$ cat config.mk
export PLATFORM = sky130hd
export DESIGN_NAME = uart_rx7
export DESIGN_NICKNAME = d
export VERILOG_FILES = /design/src/rtl/uart_pkg.sv /design/src/rtl/baud_tick_gen.sv /design/src/rtl/uart_rx7.sv
export SDC_FILE = /design/constraint.sdc
export NUM_CORES = 1
export LEC_CHECK = 0
export CAP_MARGIN = 20
export CORE_ASPECT_RATIO = 1.75
export CORE_MARGIN = 2
export CORE_UTILIZATION = 55
export DETAILED_ROUTE_END_ITERATION = 16
export GPL_TIMING_DRIVEN = 1
export PLACE_DENSITY = 0.72
export SLEW_MARGIN = 15
export SYNTH_ARGS = -nofsm -noshare
export SYNTH_HDL_FRONTEND = slang
export SYNTH_SLANG_ARGS = --single-unit
$ cat constraint.sdc
create_clock -name clk -period 5.7 [get_ports clk]
set_input_delay 0.855 -clock clk [delete_from_list [all_inputs] [get_ports clk]]
set_output_delay 0.855 -clock clk [all_outputs]
set_load 0.01 [all_outputs]
$ cat src/rtl/uart_pkg.sv
// Shared UART definitions: receiver state encoding and oversampling constants.
package uart_pkg;

    typedef enum logic [2:0] {
        IDLE,
        START,
        DATA,
        PARITY,
        STOP
    } rx_state_e;

    localparam int OVERSAMPLE  = 16;
    localparam int MID_SAMPLE  = 7;
    localparam int LAST_SAMPLE = 15;
    localparam int DATA_BITS   = 7;

endpackage : uart_pkg

$ cat src/rtl/baud_tick_gen.sv
// Free-running divider producing a one-clk tick every CLK_DIV system clocks.
module baud_tick_gen #(
    parameter int unsigned CLK_DIV = 27
) (
    input  logic clk,
    input  logic reset_n,
    output logic tick
);

    localparam int unsigned CW = $clog2(CLK_DIV);
    localparam logic [CW-1:0] LAST = CW'(CLK_DIV - 1);

    logic [CW-1:0] cnt_q;
    logic [CW-1:0] cnt_d;

    assign tick = (cnt_q == LAST);

    // Next count: wrap to zero after the tick cycle.
    always_comb begin
        cnt_d = tick ? '0 : cnt_q + CW'(1);
    end

    // Divider register.
    always_ff @(posedge clk or negedge reset_n) begin
        if (!reset_n) begin
            cnt_q <= '0;
        end else begin
            // NOTE: sequential state always uses non-blocking assignment so every flop samples pre-edge values.
            cnt_q <= cnt_d;
        end
    end

endmodule : baud_tick_gen

$ cat src/rtl/uart_rx7.sv
// 7-bit UART receiver: 16x oversampling, optional even parity, one stop bit.
module uart_rx7
    import uart_pkg::*;
#(
    parameter int unsigned CLK_DIV   = 27,
    parameter bit          PARITY_EN = 1'b1
) (
    input  logic                 clk,
    input  logic                 reset_n,
    input  logic                 rx,
    output logic [DATA_BITS-1:0] data,
    output logic                 rx_done_tick,
    output logic                 parity_err,
    output logic                 frame_err,
    output logic                 busy
);

    logic tick;

    baud_tick_gen #(.CLK_DIV(CLK_DIV)) u_tick (
        .clk     (clk),
        .reset_n (reset_n),
        .tick    (tick)
    );

    logic [1:0]           sync_q;
    logic                 rx_s;
    rx_state_e            state_q,     state_d;
    logic [3:0]           s_q,         s_d;
    logic [2:0]           n_q,         n_d;
    logic [DATA_BITS-1:0] b_q,         b_d;
    logic                 p_err_q,     p_err_d;
    logic                 line_high_q, line_high_d;
    logic [DATA_BITS-1:0] data_q,      data_d;
    logic                 perr_q,      perr_d;
    logic                 ferr_q,      ferr_d;
    logic                 done_q,      done_d;

    assign rx_s         = sync_q[1];
    assign data         = data_q;
    assign rx_done_tick = done_q;
    assign parity_err   = perr_q;
    assign frame_err    = ferr_q;
    assign busy         = (state_q != IDLE);

    // Two-flop synchronizer for the asynchronous serial line.
    always_ff @(posedge clk or negedge reset_n) begin
        if (!reset_n) begin
            // NOTE: synchronizer resets to 1 so an idle line is not mistaken for a start bit after reset.
            sync_q <= 2'b11;
        end else begin
            sync_q <= {sync_q[0], rx};
        end
    end

    // Next-state and datapath decisions for the receive FSM.
    always_comb begin
        // NOTE: every value driven here gets a default first, otherwise a latch is inferred.
        state_d     = state_q;
        s_d         = s_q;
        n_d         = n_q;
        b_d         = b_q;
        p_err_d     = p_err_q;
        line_high_d = line_high_q;
        data_d      = data_q;
        perr_d      = perr_q;
        ferr_d      = ferr_q;
        done_d      = 1'b0;

        unique case (state_q)
            IDLE: begin
                // A start is a fall on a line that has been seen high since the last frame.
                if (rx_s) begin
                    line_high_d = 1'b1;
                end else if (line_high_q) begin
                    state_d = START;
                    s_d     = '0;
                end
            end
            START: begin
                if (tick) begin
                    if (s_q == 4'(MID_SAMPLE)) begin
                        if (!rx_s) begin
                            state_d = DATA;
                            s_d     = '0;
                            n_d     = '0;
                        end else begin
                            state_d = IDLE;
                        end
                    end else begin
                        s_d = s_q + 4'd1;
                    end
                end
            end
            DATA: begin
                if (tick) begin
                    if (s_q == 4'(LAST_SAMPLE)) begin
                        b_d = {rx_s, b_q[DATA_BITS-1:1]};
                        s_d = '0;
                        if (n_q == 3'(DATA_BITS - 1)) begin
                            state_d = PARITY_EN ? PARITY : STOP;
                        end else begin
                            n_d = n_q + 3'd1;
                        end
                    end else begin
                        s_d = s_q + 4'd1;
                    end
                end
            end
            PARITY: begin
                if (tick) begin
                    if (s_q == 4'(LAST_SAMPLE)) begin
                        p_err_d = rx_s ^ (^b_q);
                        state_d = STOP;
                        s_d     = '0;
                    end else begin
                        s_d = s_q + 4'd1;
                    end
                end
            end
            STOP: begin
                if (tick) begin
                    if (s_q == 4'(LAST_SAMPLE)) begin
                        data_d      = b_q;
                        ferr_d      = ~rx_s;
                        perr_d      = PARITY_EN ? p_err_q : 1'b0;
                        done_d      = 1'b1;
                        line_high_d = rx_s;
                        state_d     = IDLE;
                        s_d         = '0;
                    end else begin
                        s_d = s_q + 4'd1;
                    end
                end
            end
            default: begin
                state_d = IDLE;
            end
        endcase
    end

    // State, counter and output registers.
    always_ff @(posedge clk or negedge reset_n) begin
        if (!reset_n) begin
            state_q     <= IDLE;
            s_q         <= '0;
            n_q         <= '0;
            b_q         <= '0;
            p_err_q     <= 1'b0;
            line_high_q <= 1'b1;
            data_q      <= '0;
            perr_q      <= 1'b0;
            ferr_q      <= 1'b0;
            done_q      <= 1'b0;
        end else begin
            state_q     <= state_d;
            s_q         <= s_d;
            n_q         <= n_d;
            b_q         <= b_d;
            p_err_q     <= p_err_d;
            line_high_q <= line_high_d;
            data_q      <= data_d;
            perr_q      <= perr_d;
            ferr_q      <= ferr_d;
            done_q      <= done_d;
        end
    end

endmodule : uart_rx7

==> summary.txt <==
GRT
  • GRT Util Overall: 21.7%
  • Global route overflow: 0
  • Number of global-route vias before repair: 1304
  • First-pass GRT wire length: 5.86 mm
  • Largest net degree at the start of global routing: 37
  • Antenna violations before repair: 0

Logic synthesis
  • Synthesized flop and latch total: 36
  • Synth warnings: 0
  • Post-Syn Instances: 152
  • Post-synth EDFFs: 0
  • Post-synthesis sequential area ratio: 49.8%
  • Cell area after synthesis: 0.00182 mm2
  • Synth area leaders: dfrtp_1, mux2_2, dfstp_2, xnor2_1, ha_1
  • Top cell type by total area after synthesis: dfrtp_1
  • Synth top area share: 45.5%
  • Post-Syn Area per Cell: 12.0 um2
  • Ys async rst share: 100%
  • Yosys cell types: 46
  • Synthesized net count: 160
  • Primary FF master, synth: dfrtp_1

Power
  • Final Power: 0.668 mW
  • Pwr dens: 325 mW/mm2
  • Worst vdd ir: 251 uV
  • Leakage: 0.888 nW

Worst setup path
  • Crit Path Class: reg2out
  • CP endpoint: busy
  • Reg-to-Reg Start: u_tick.cnt_q[0]$_DFF_PN0_
  • RR Endpoint: data[6]$_DFFE_PN0P_
  • R2R Setup Slk: 3.44 ns
  • Largest fanout on the critical path: 14
  • Reg2Reg Depth: 5
  • Worst path required time: 4.85 ns
  • Critical Path AT: 1.81 ns
  • Crit path launch: state_q[1]$_DFFE_PN0P_
  • CP Capture Type: output pin
  • Critical path launch point type: register

Clocking
  • CTS clock-pin slew for the worst setup and hold paths: 0.07 ns
  • CTS Hold Buffers Added: 0
  • CTS tree: built
  • Setup Buffers After CTS: 0
  • Resized cells post-CTS: 0
  • Sink Count: 36
  • Worst-skew pair later-pin latency: 0.29 ns
  • CTS root buf: clkbuf_8
  • TritonCTS Buffers: 5
  • Number of H-tree levels: 2
  • CTS Buffer Depth: 2

Finish
  • Most common cell after layout, fill and taps aside: dfrtp_1
  • Non-filler instance count after layout: 210
  • Util after Layout: 65.4%
  • Diode count: 0
  • Finished layout cell area: 0.00205 mm2
  • # nets final: 174
  • Most frequent cells in the layout: dfrtp_1, mux2_2, clkdlybuf4s50_1
  • Layout cells sized above 1: 22.2%
  • Synth-to-Final Area Change: 13.1%

Place
  • DPL Wire Length: 2.52 mm
  • IO buf count: 13
  • Placed cells: 202
  • DP Area: 0.00196 mm2
  • Placer Congestion: 0.768
  • DP Worst Slack: 3.36 ns

Timing
  • Minimum clock period: 2.66 ns
  • Pins Over Slew Limit: 0
  • Final Hold Viols: 0
  • Slew headroom: 50.8%
  • Final WS setup: 3.04 ns
  • Final Skew: 0.00456 ns
  • Final setup TNS: 0 ns
  • Final setup vio count: 0
  • RSZ-0062 raised after global routing: no
  • Period utilization: 46.8%
  • Actual slew at the worst max-slew pin: 0.733 ns
  • Max Freq: 375 MHz
  • Hold WS: 0.357 ns

Floorplanning
  • Die ar.: 0.00380 mm2
  • Ports: 14
  • Standard-cell rows: 27
  • Die Wd: 47.4 um
  • Die Y: 80.0 um
  • Initial core utilization: 57.8%
  • Core box area: 0.00314 mm2

Detailed routing
  • DR vias/cell: 5.85
  • First-pass iteration count of the detailed router: 4
  • DRC: 0
  • Initial drt markers: 29
  • Routed Wire Length: 3.51 mm
  • DR vias: 1228
  • DR WL/cell: 16.7 um
  • Final antenna-violating net count: 0

Flow run
  • Maxcap violations: 0

Outcome
  • Status: finished, final reports clean

Hold path
  • Hold Path Class: reg2reg
routing by layer:
layer  share of wire [%]  GRT usage [%]  wire (um)
met2                  55           35.4       1950
met4                 2.4           11.1         83
met1                  39           24.6       1360
met3                 3.4           5.88        119
met5                   0              0          0
worst min path at each step:
stage                     endpoint  cells past startpoint           startpoint  slack [ns]
2_1_floorplan  sync_q[1]$_DFF_PN1_                      0  sync_q[0]$_DFF_PN1_        0.35
3_3_place_gp   sync_q[1]$_DFF_PN1_                      0  sync_q[0]$_DFF_PN1_        0.35
3_5_place_dp   sync_q[1]$_DFF_PN1_                      0  sync_q[0]$_DFF_PN1_        0.35
4_1_cts        sync_q[1]$_DFF_PN1_                      0  sync_q[0]$_DFF_PN1_        0.36
5_1_grt        sync_q[1]$_DFF_PN1_                      0  sync_q[0]$_DFF_PN1_        0.37
6_report       sync_q[1]$_DFF_PN1_                      0  sync_q[0]$_DFF_PN1_        0.36
worst max-delay path: stages, from the launching register on:
cell and delay (ns):
dfrtp_1 0.53, nor2_1 0.36, nand2_1 0.13, clkdlybuf4s50_1 0.50
cell type report:
type | instances | area, um2
Tap cell | 43 | 53.8
Inverter | 8 | 30.0
Multi-Input combinational cell | 101 | 835
Sequential cell | 36 | 905
Fill cell | 249 | 1090
Timing Repair Buffer | 14 | 138
Clock buffer | 7 | 86.3
Clock inverter | 1 | 7.51
flip-flops by register name, indices dropped and copies added, names as in the netlist, 2 cells and up:
signal        count
b_q               7
data              7
n_q               3
s_q               4
state_q           3
sync_q            2
u_tick.cnt_q      5
power breakdown:
part           leakage [nW]  total (mW)  switching [mW]  internal, mW
sequential            0.468       0.321          0.0450         0.276
combinational         0.376       0.157          0.0818        0.0753
clock                0.0445       0.191          0.0924        0.0982
total                 0.888       0.668           0.219         0.449
synth_stat cells (all sizes together) (2+ instances only):
cell type,n
a211oi,2
a22o,4
and2,2
and3,2
buf,7
dfrtp,33
dfstp,3
ha,5
inv,8
mux2,18
nand2,5
nand3,7
nand4,2
nor2,9
nor3b,3
nor4b,3
o21ai,6
o2bb2ai,2
or3b,2
xnor2,9
kinds of logic after synthesis:
group / count (synthesis) / share of synthesized area [%]
compound gates: 24 / 11.2
buf+inv: 15 / 4.27
fa+ha+maj: 5 / 3.44
simple gates: 43 / 14.8
mux: 19 / 11.7
xor+xnor: 10 / 4.82
flops: 36 / 49.8
Note: power is estimated with default switching activity, not from simulation.
